## config.mk

```make
export PLATFORM = sky130hd
export DESIGN_NAME = axis_uart_emitter
export DESIGN_NICKNAME = d
export VERILOG_FILES = /design/src/rtl/axis_uart_emitter.sv
export SDC_FILE = /design/constraint.sdc
export NUM_CORES = 1
export LEC_CHECK = 0
export CAP_MARGIN = 0
export CORE_MARGIN = 2
export CORE_UTILIZATION = 41
export DETAILED_ROUTE_END_ITERATION = 8
export GPL_ROUTABILITY_DRIVEN = 0
export HOLD_SLACK_MARGIN = 0.15
export PLACE_DENSITY_LB_ADDON = 0.08
export SKIP_CTS_REPAIR_TIMING = 1
export SLEW_MARGIN = 10
export SYNTH_ARGS = -nofsm -noshare
export SYNTH_HDL_FRONTEND = slang
export SYNTH_SLANG_ARGS = --single-unit
export TNS_END_PERCENT = 50
```

## constraint.sdc

```tcl
create_clock -name i_clk -period 5.6 [get_ports i_clk]
set_clock_uncertainty 0.05 [all_clocks]
set_input_delay 0.56 -clock i_clk [delete_from_list [all_inputs] [get_ports i_clk]]
set_output_delay 0.56 -clock i_clk [all_outputs]
set_load 0.02 [all_outputs]
```

## src/rtl/axis_uart_emitter.sv

```systemverilog
// axis_uart_emitter: AXI-Stream characters in, asynchronous serial frames out.
// A small FIFO buffers {tlast, tdata}. A framing FSM sends start, data (LSB
// first), optional parity and stop bits, then optionally injects an EOL
// character after any character that arrived with tlast.
//
// Input handshake: a character transfers on a rising edge where
// i_tvalid && o_tready. o_tready is registered and is low only while the FIFO
// is full. A pop in the same cycle does not reopen it for a push.
module axis_uart_emitter #(
  parameter int         DATA_BITS  = 8,
  parameter int         DEPTH      = 8,
  parameter int         DIV_W      = 16,
  parameter int         PARITY     = 0,
  parameter int         STOP_BITS  = 1,
  parameter int         APPEND_EOL = 0,
  parameter logic [8:0] EOL_CHAR   = 9'h00A
) (
  input  logic                   i_clk,
  input  logic                   i_rst_n,
  input  logic [DATA_BITS-1:0]   i_tdata,
  input  logic                   i_tlast,
  input  logic                   i_tvalid,
  output logic                   o_tready,
  input  logic [DIV_W-1:0]       i_divisor,
  output logic                   o_uart_tx,
  output logic                   o_busy,
  output logic [$clog2(DEPTH):0] o_fifo_level
);

  localparam int AW = $clog2(DEPTH);
  localparam int LW = AW + 1;
  localparam logic [LW-1:0]        FULL_LVL  = LW'(DEPTH);
  localparam logic [DATA_BITS-1:0] EOL_W     = EOL_CHAR[DATA_BITS-1:0];
  localparam logic [3:0]           LAST_DATA = 4'(DATA_BITS - 1);
  localparam logic [3:0]           LAST_STOP = 4'(STOP_BITS - 1);

  typedef enum logic [2:0] {S_IDLE, S_START, S_DATA, S_PARITY, S_STOP} state_e;

  // FIFO state
  logic [DATA_BITS:0] mem_q [DEPTH];
  logic [AW-1:0]      wr_ptr_q, wr_ptr_d, rd_ptr_q, rd_ptr_d;
  logic [LW-1:0]      count_q, count_d;
  logic               tready_q, tready_d;
  logic               push, pop, fifo_empty;
  logic [DATA_BITS:0] head;

  // Framing state
  state_e               state_q, state_d;
  logic [DIV_W-1:0]     cnt_q, cnt_d, div_q, div_d;
  logic [3:0]           bit_q, bit_d;
  logic [DATA_BITS-1:0] shift_q, shift_d;
  logic                 par_q, par_d, last_q, last_d, eol_q, eol_d, tx_q, tx_d;
  logic                 tick, load_en, load_last, load_eol;
  logic [DATA_BITS-1:0] load_data;

  assign push       = i_tvalid & tready_q;
  assign fifo_empty = (count_q == '0);
  assign head       = mem_q[rd_ptr_q];
  assign tick       = (cnt_q == div_q);

  // FIFO pointer and occupancy bookkeeping; ready tracks the next occupancy
  always_comb begin
    wr_ptr_d = wr_ptr_q;
    rd_ptr_d = rd_ptr_q;
    count_d  = count_q;
    if (push) wr_ptr_d = wr_ptr_q + AW'(1);
    if (pop)  rd_ptr_d = rd_ptr_q + AW'(1);
    if (push && !pop)      count_d = count_q + LW'(1);
    else if (!push && pop) count_d = count_q - LW'(1);
    tready_d = (count_d != FULL_LVL);
  end

  // Storage array; occupancy lives in the pointers, so no reset is needed
  always_ff @(posedge i_clk) begin
    if (push) mem_q[wr_ptr_q] <= {i_tlast, i_tdata};
  end

  // Framing FSM: next state, bit timing and frame loading
  always_comb begin
    state_d   = state_q;
    cnt_d     = cnt_q;
    div_d     = div_q;
    bit_d     = bit_q;
    shift_d   = shift_q;
    par_d     = par_q;
    last_d    = last_q;
    eol_d     = eol_q;
    pop       = 1'b0;
    load_en   = 1'b0;
    load_data = head[DATA_BITS-1:0];
    load_last = head[DATA_BITS];
    load_eol  = 1'b0;
    cnt_d     = tick ? '0 : cnt_q + DIV_W'(1);
    case (state_q)
      S_IDLE: begin
        cnt_d = '0;
        if (!fifo_empty) begin
          pop     = 1'b1;
          load_en = 1'b1;
        end
      end
      S_START: begin
        if (tick) begin
          state_d = S_DATA;
          bit_d   = '0;
        end
      end
      S_DATA: begin
        if (tick) begin
          shift_d = shift_q >> 1;
          if (bit_q == LAST_DATA) begin
            bit_d   = '0;
            state_d = (PARITY != 0) ? S_PARITY : S_STOP;
          end else begin
            bit_d = bit_q + 4'd1;
          end
        end
      end
      S_PARITY: begin
        if (tick) begin
          state_d = S_STOP;
          bit_d   = '0;
        end
      end
      S_STOP: begin
        if (tick) begin
          if (bit_q != LAST_STOP) begin
            bit_d = bit_q + 4'd1;
          end else if (APPEND_EOL != 0 && last_q && !eol_q) begin
            // The EOL frame carries no tlast, so it can never chain another EOL
            load_en   = 1'b1;
            load_data = EOL_W;
            load_last = 1'b0;
            load_eol  = 1'b1;
          end else if (!fifo_empty) begin
            pop     = 1'b1;
            load_en = 1'b1;
          end else begin
            state_d = S_IDLE;
          end
        end
      end
      default: state_d = S_IDLE;
    endcase
    if (load_en) begin
      state_d = S_START;
      cnt_d   = '0;
      bit_d   = '0;
      div_d   = i_divisor;
      shift_d = load_data;
      par_d   = (PARITY == 1) ? ~(^load_data) : (^load_data);
      last_d  = load_last;
      eol_d   = load_eol;
    end
  end

  // Line level is registered from the current state, one cycle behind it
  always_comb begin
    tx_d = 1'b1;
    case (state_q)
      S_START:  tx_d = 1'b0;
      S_DATA:   tx_d = shift_q[0];
      S_PARITY: tx_d = par_q;
      default:  tx_d = 1'b1;
    endcase
  end

  // State registers; reset drives the line high and flushes the FIFO
  always_ff @(posedge i_clk or negedge i_rst_n) begin
    if (!i_rst_n) begin
      wr_ptr_q <= '0;
      rd_ptr_q <= '0;
      count_q  <= '0;
      tready_q <= 1'b0;
      state_q  <= S_IDLE;
      cnt_q    <= '0;
      div_q    <= '0;
      bit_q    <= '0;
      shift_q  <= '0;
      par_q    <= 1'b0;
      last_q   <= 1'b0;
      eol_q    <= 1'b0;
      tx_q     <= 1'b1;
    end else begin
      wr_ptr_q <= wr_ptr_d;
      rd_ptr_q <= rd_ptr_d;
      count_q  <= count_d;
      tready_q <= tready_d;
      state_q  <= state_d;
      cnt_q    <= cnt_d;
      div_q    <= div_d;
      bit_q    <= bit_d;
      shift_q  <= shift_d;
      par_q    <= par_d;
      last_q   <= last_d;
      eol_q    <= eol_d;
      tx_q     <= tx_d;
    end
  end

  assign o_tready     = tready_q;
  assign o_uart_tx    = tx_q;
  assign o_busy       = (state_q != S_IDLE);
  assign o_fifo_level = count_q;

endmodule

```

==> flow_summary.ini <==
[outcome]
status = finished clean

[logic_synthesis]
synth_area_leaders = edfxtp_1, dfrtp_1, xnor2_1
synth.distinct_cells = 50
async_flop_share_pct = 48.4
netlist_area_um2 = 5540
synthAdderAreaFrac_pct = 1.58
synth.top_cell.area_share_pct = 34.7
ys.warnings.count = 0
synth_area_per_cell_um2 = 13.6
synth_top_family_by_area = multiplexers
yosys.area_share.simple_pct = 10.3
syn-instance-count = 407
synth_mux_area_share_pct = 12.1
synth_xor_area_share_pct = 6.64
ys.flop_type = edfxtp_1
synth_compound_area_share_pct = 5.58
syn-num-nets = 442
yosysTopAreaCell = edfxtp_1
ys_seq_area_share_pct = 61.9
ys_seq_elements = 124
synth_edf_count = 64

[detailed_routing]
dr_total_vias = 3257
ant_nets = 0
drtIter0Drc = 236
routed_wl_um = 10700
dr.pass1.iters = 4
drc_errors = 0
via_per_inst = 5.13
wl_per_cell_um = 16.9

[floorplan]
dieWidth_um = 120
die_area_um2 = 14400
chipHeight_um = 120
core_area_um2 = 13200
core.rowCount = 42
io_pins = 35
start_util_pct = 42.0

[power]
power_density_nw_per_um2 = 402
p_leak_nw = 2.56
finalPower_mw = 2.65
ir_drop_mv = 0.259

[placed_design]
portBuffers = 33
dp_hpwl_um = 6830
dp.cells = 603

[sta]
hold_violations = 0
period_minus_slack_ns = 3.06
slew_viol_final = 0
rsz0062_at_grt = no
setup_tns_ns = 0
max-slew-margin-rel_pct = 34.5
max_slew.worst_pin.slew_ns = 0.979
fmax_mhz = 327
fin_crit_sh_pct = 54.6
setup_viol = 0

[clock_tree]
path_clk_slew_ns = 0.06
clk_path_buf_depth = 2
cts_buffers = 17
clkLatencyLatePin_ns = 0.42
clk_root_buffer_cell = clkbuf_16
h-tree-depth = 4
clock-sinks = 124
cts_tree = built

[global_route]
grt_pass1_vias = 3215
gr-usage-all-layers_pct = 16.3
grt_antenna_before_repair = 0
grt_max_degree = 61
grt_pass1_wl_um = 17500
grt-ovfl-total = 0

[layout]
final_core_util_pct = 50.0
antenna_cells = 0
area_growth_syn_to_layout_pct = 19.2
instances_no_fill = 635
nFillCells = 1134
fin_nets = 481
drive_gt1_share_pct = 12.6

[min_path]
hp-class = input port to asynchronous set/reset pin

[job]
maxCapViolCount = 0

[setup_path]
start_kind = register
crit_type = register to register
end_kind = register
worst-endpoint-arrival_ns = 3.31
crit_required_ns = 5.85
cp_max_fo = 47
## worst max-delay path: stages, from the launching register on
cell and delay, ns:
dfrtp_1 0.45, xnor2_1 0.17, nand4_1 0.16, o41ai_1 0.51
nand2_2 0.66, a311oi_1 0.51, xnor2_1 0.14, a211o_1 0.28
## registers in the layout, summed over array words and instances, names as in the netlist
name and flops:
o_fifo_level 4, mem_q 64, div_q 16, o_uart_tx 1
bit_q 4, shift_q 8, o_tready 1, wr_ptr_q 3
par_q 1, cnt_q 16, state_q 3, rd_ptr_q 3
## report_power, final
| part | switching [mW] | total [mW] | internal [mW] |
|---|---|---|---|
| Combinational | 0.223 | 0.414 | 0.191 |
| Sequential | 0.105 | 1.20 | 1.10 |
| Clock | 0.393 | 1.04 | 0.643 |
## logic make-up after synthesis
kind of cell,count (synthesis)
DFF,124
xor gates and xnor gates,42
AOI/OAI and AO/OA,50
adders and majority gates,7
buffers and inverters,24
and+or+nand+nor,113
muxes,47
## layer usage
layer  global-route usage [%]  wire (um)
met1                     21.8       5200
met2                     25.2       5000
met3                     4.58        405
met4                     6.18        135
met5                        0          0
## cell usage after synthesis (2+ instances only)
library cell,count
o21ai_0,3
a31oi_1,2
a211o_1,2
nand3_1,12
xnor2_1,36
edfxtp_1,64
or2_1,2
nand2b_1,11
mux4_2,12
nor2b_1,2
dfrtp_1,59
or3_1,3
nor2_1,27
mux2_1,17
inv_1,8
buf_2,8
o22ai_1,6
mux2i_1,12
nand4_1,5
a21oi_1,13
clkbuf_1,6
mux2_4,6
o21ai_1,14
nor3_1,3
and3_1,8
xor2_1,6
ha_1,7
nand2_1,31
## final timing paths
kind                       cells after the start        to     start  slack [ns]
min in group i_clk                             2     par_q     par_q        0.44
setup reg to reg                               7  o_tready  cnt_q[1]        2.54
hold reg to reg                                2     par_q     par_q        0.44
hold / removal                                 2  div_q[5]   i_rst_n        0.26
max in group asynchronous                      2  bit_q[3]   i_rst_n        4.71
setup / recovery                               7  o_tready  cnt_q[1]        2.54
## layout make-up
cell class	count	area [um2]	share of cell area [%]
Clock buffer	22	474	7.18
Clock inverter	10	91.3	1.38
Inverter	9	33.8	0.512
Multi-Input combinational cell	259	2020	30.6
Sequential cell	124	3420	51.9
Tap cell	176	220	3.34
Timing Repair Buffer	35	340	5.16
## placed cells by master (no fill, tap or decap), types with 2 or more instances in the layout
master,Yosys,final
a31oi_1,2,2
o21ai_1,14,14
nor2b_1,2,2
nand2b_1,11,11
mux2i_1,12,12
nand4_1,5,5
buf_4,0,2
or3_1,3,3
o21ai_0,3,3
edfxtp_1,64,64
xor2_1,6,6
clkbuf_1,6,2
clkbuf_16,0,17
clkbuf_8,0,3
inv_1,8,8
nand3_1,12,12
o22ai_1,6,6
a211o_1,2,2
nor2_1,27,27
clkdlybuf4s50_1,0,32
mux2_4,6,6
mux4_2,12,12
mux2_1,17,17
clkinv_2,0,4
and3_1,8,8
or2_1,2,2
ha_1,7,7
clkinvlp_4,0,2
a21oi_1,13,13
dfrtp_1,59,59
xnor2_1,36,36
clkinv_4,0,3
nor3_2,0,2
nand2_1,31,30
## metrics by stage
stage | setup slack (ns) | hold WS [ns] | cell area [um2]
6_report | 2.54 | 0.258 | 6600
5_1_grt | 2.18 | 0.338 | 6600
4_1_cts | 2.45 | 0.280 | 6600
3_5_place_dp | 2.46 | 0.428 | 6040
3_3_place_gp | 2.49 | 0.423 | 6040
2_1_floorplan | 3.35 | 0.214 | 5540
No activity file was read; power rests on OpenSTA's default activity.
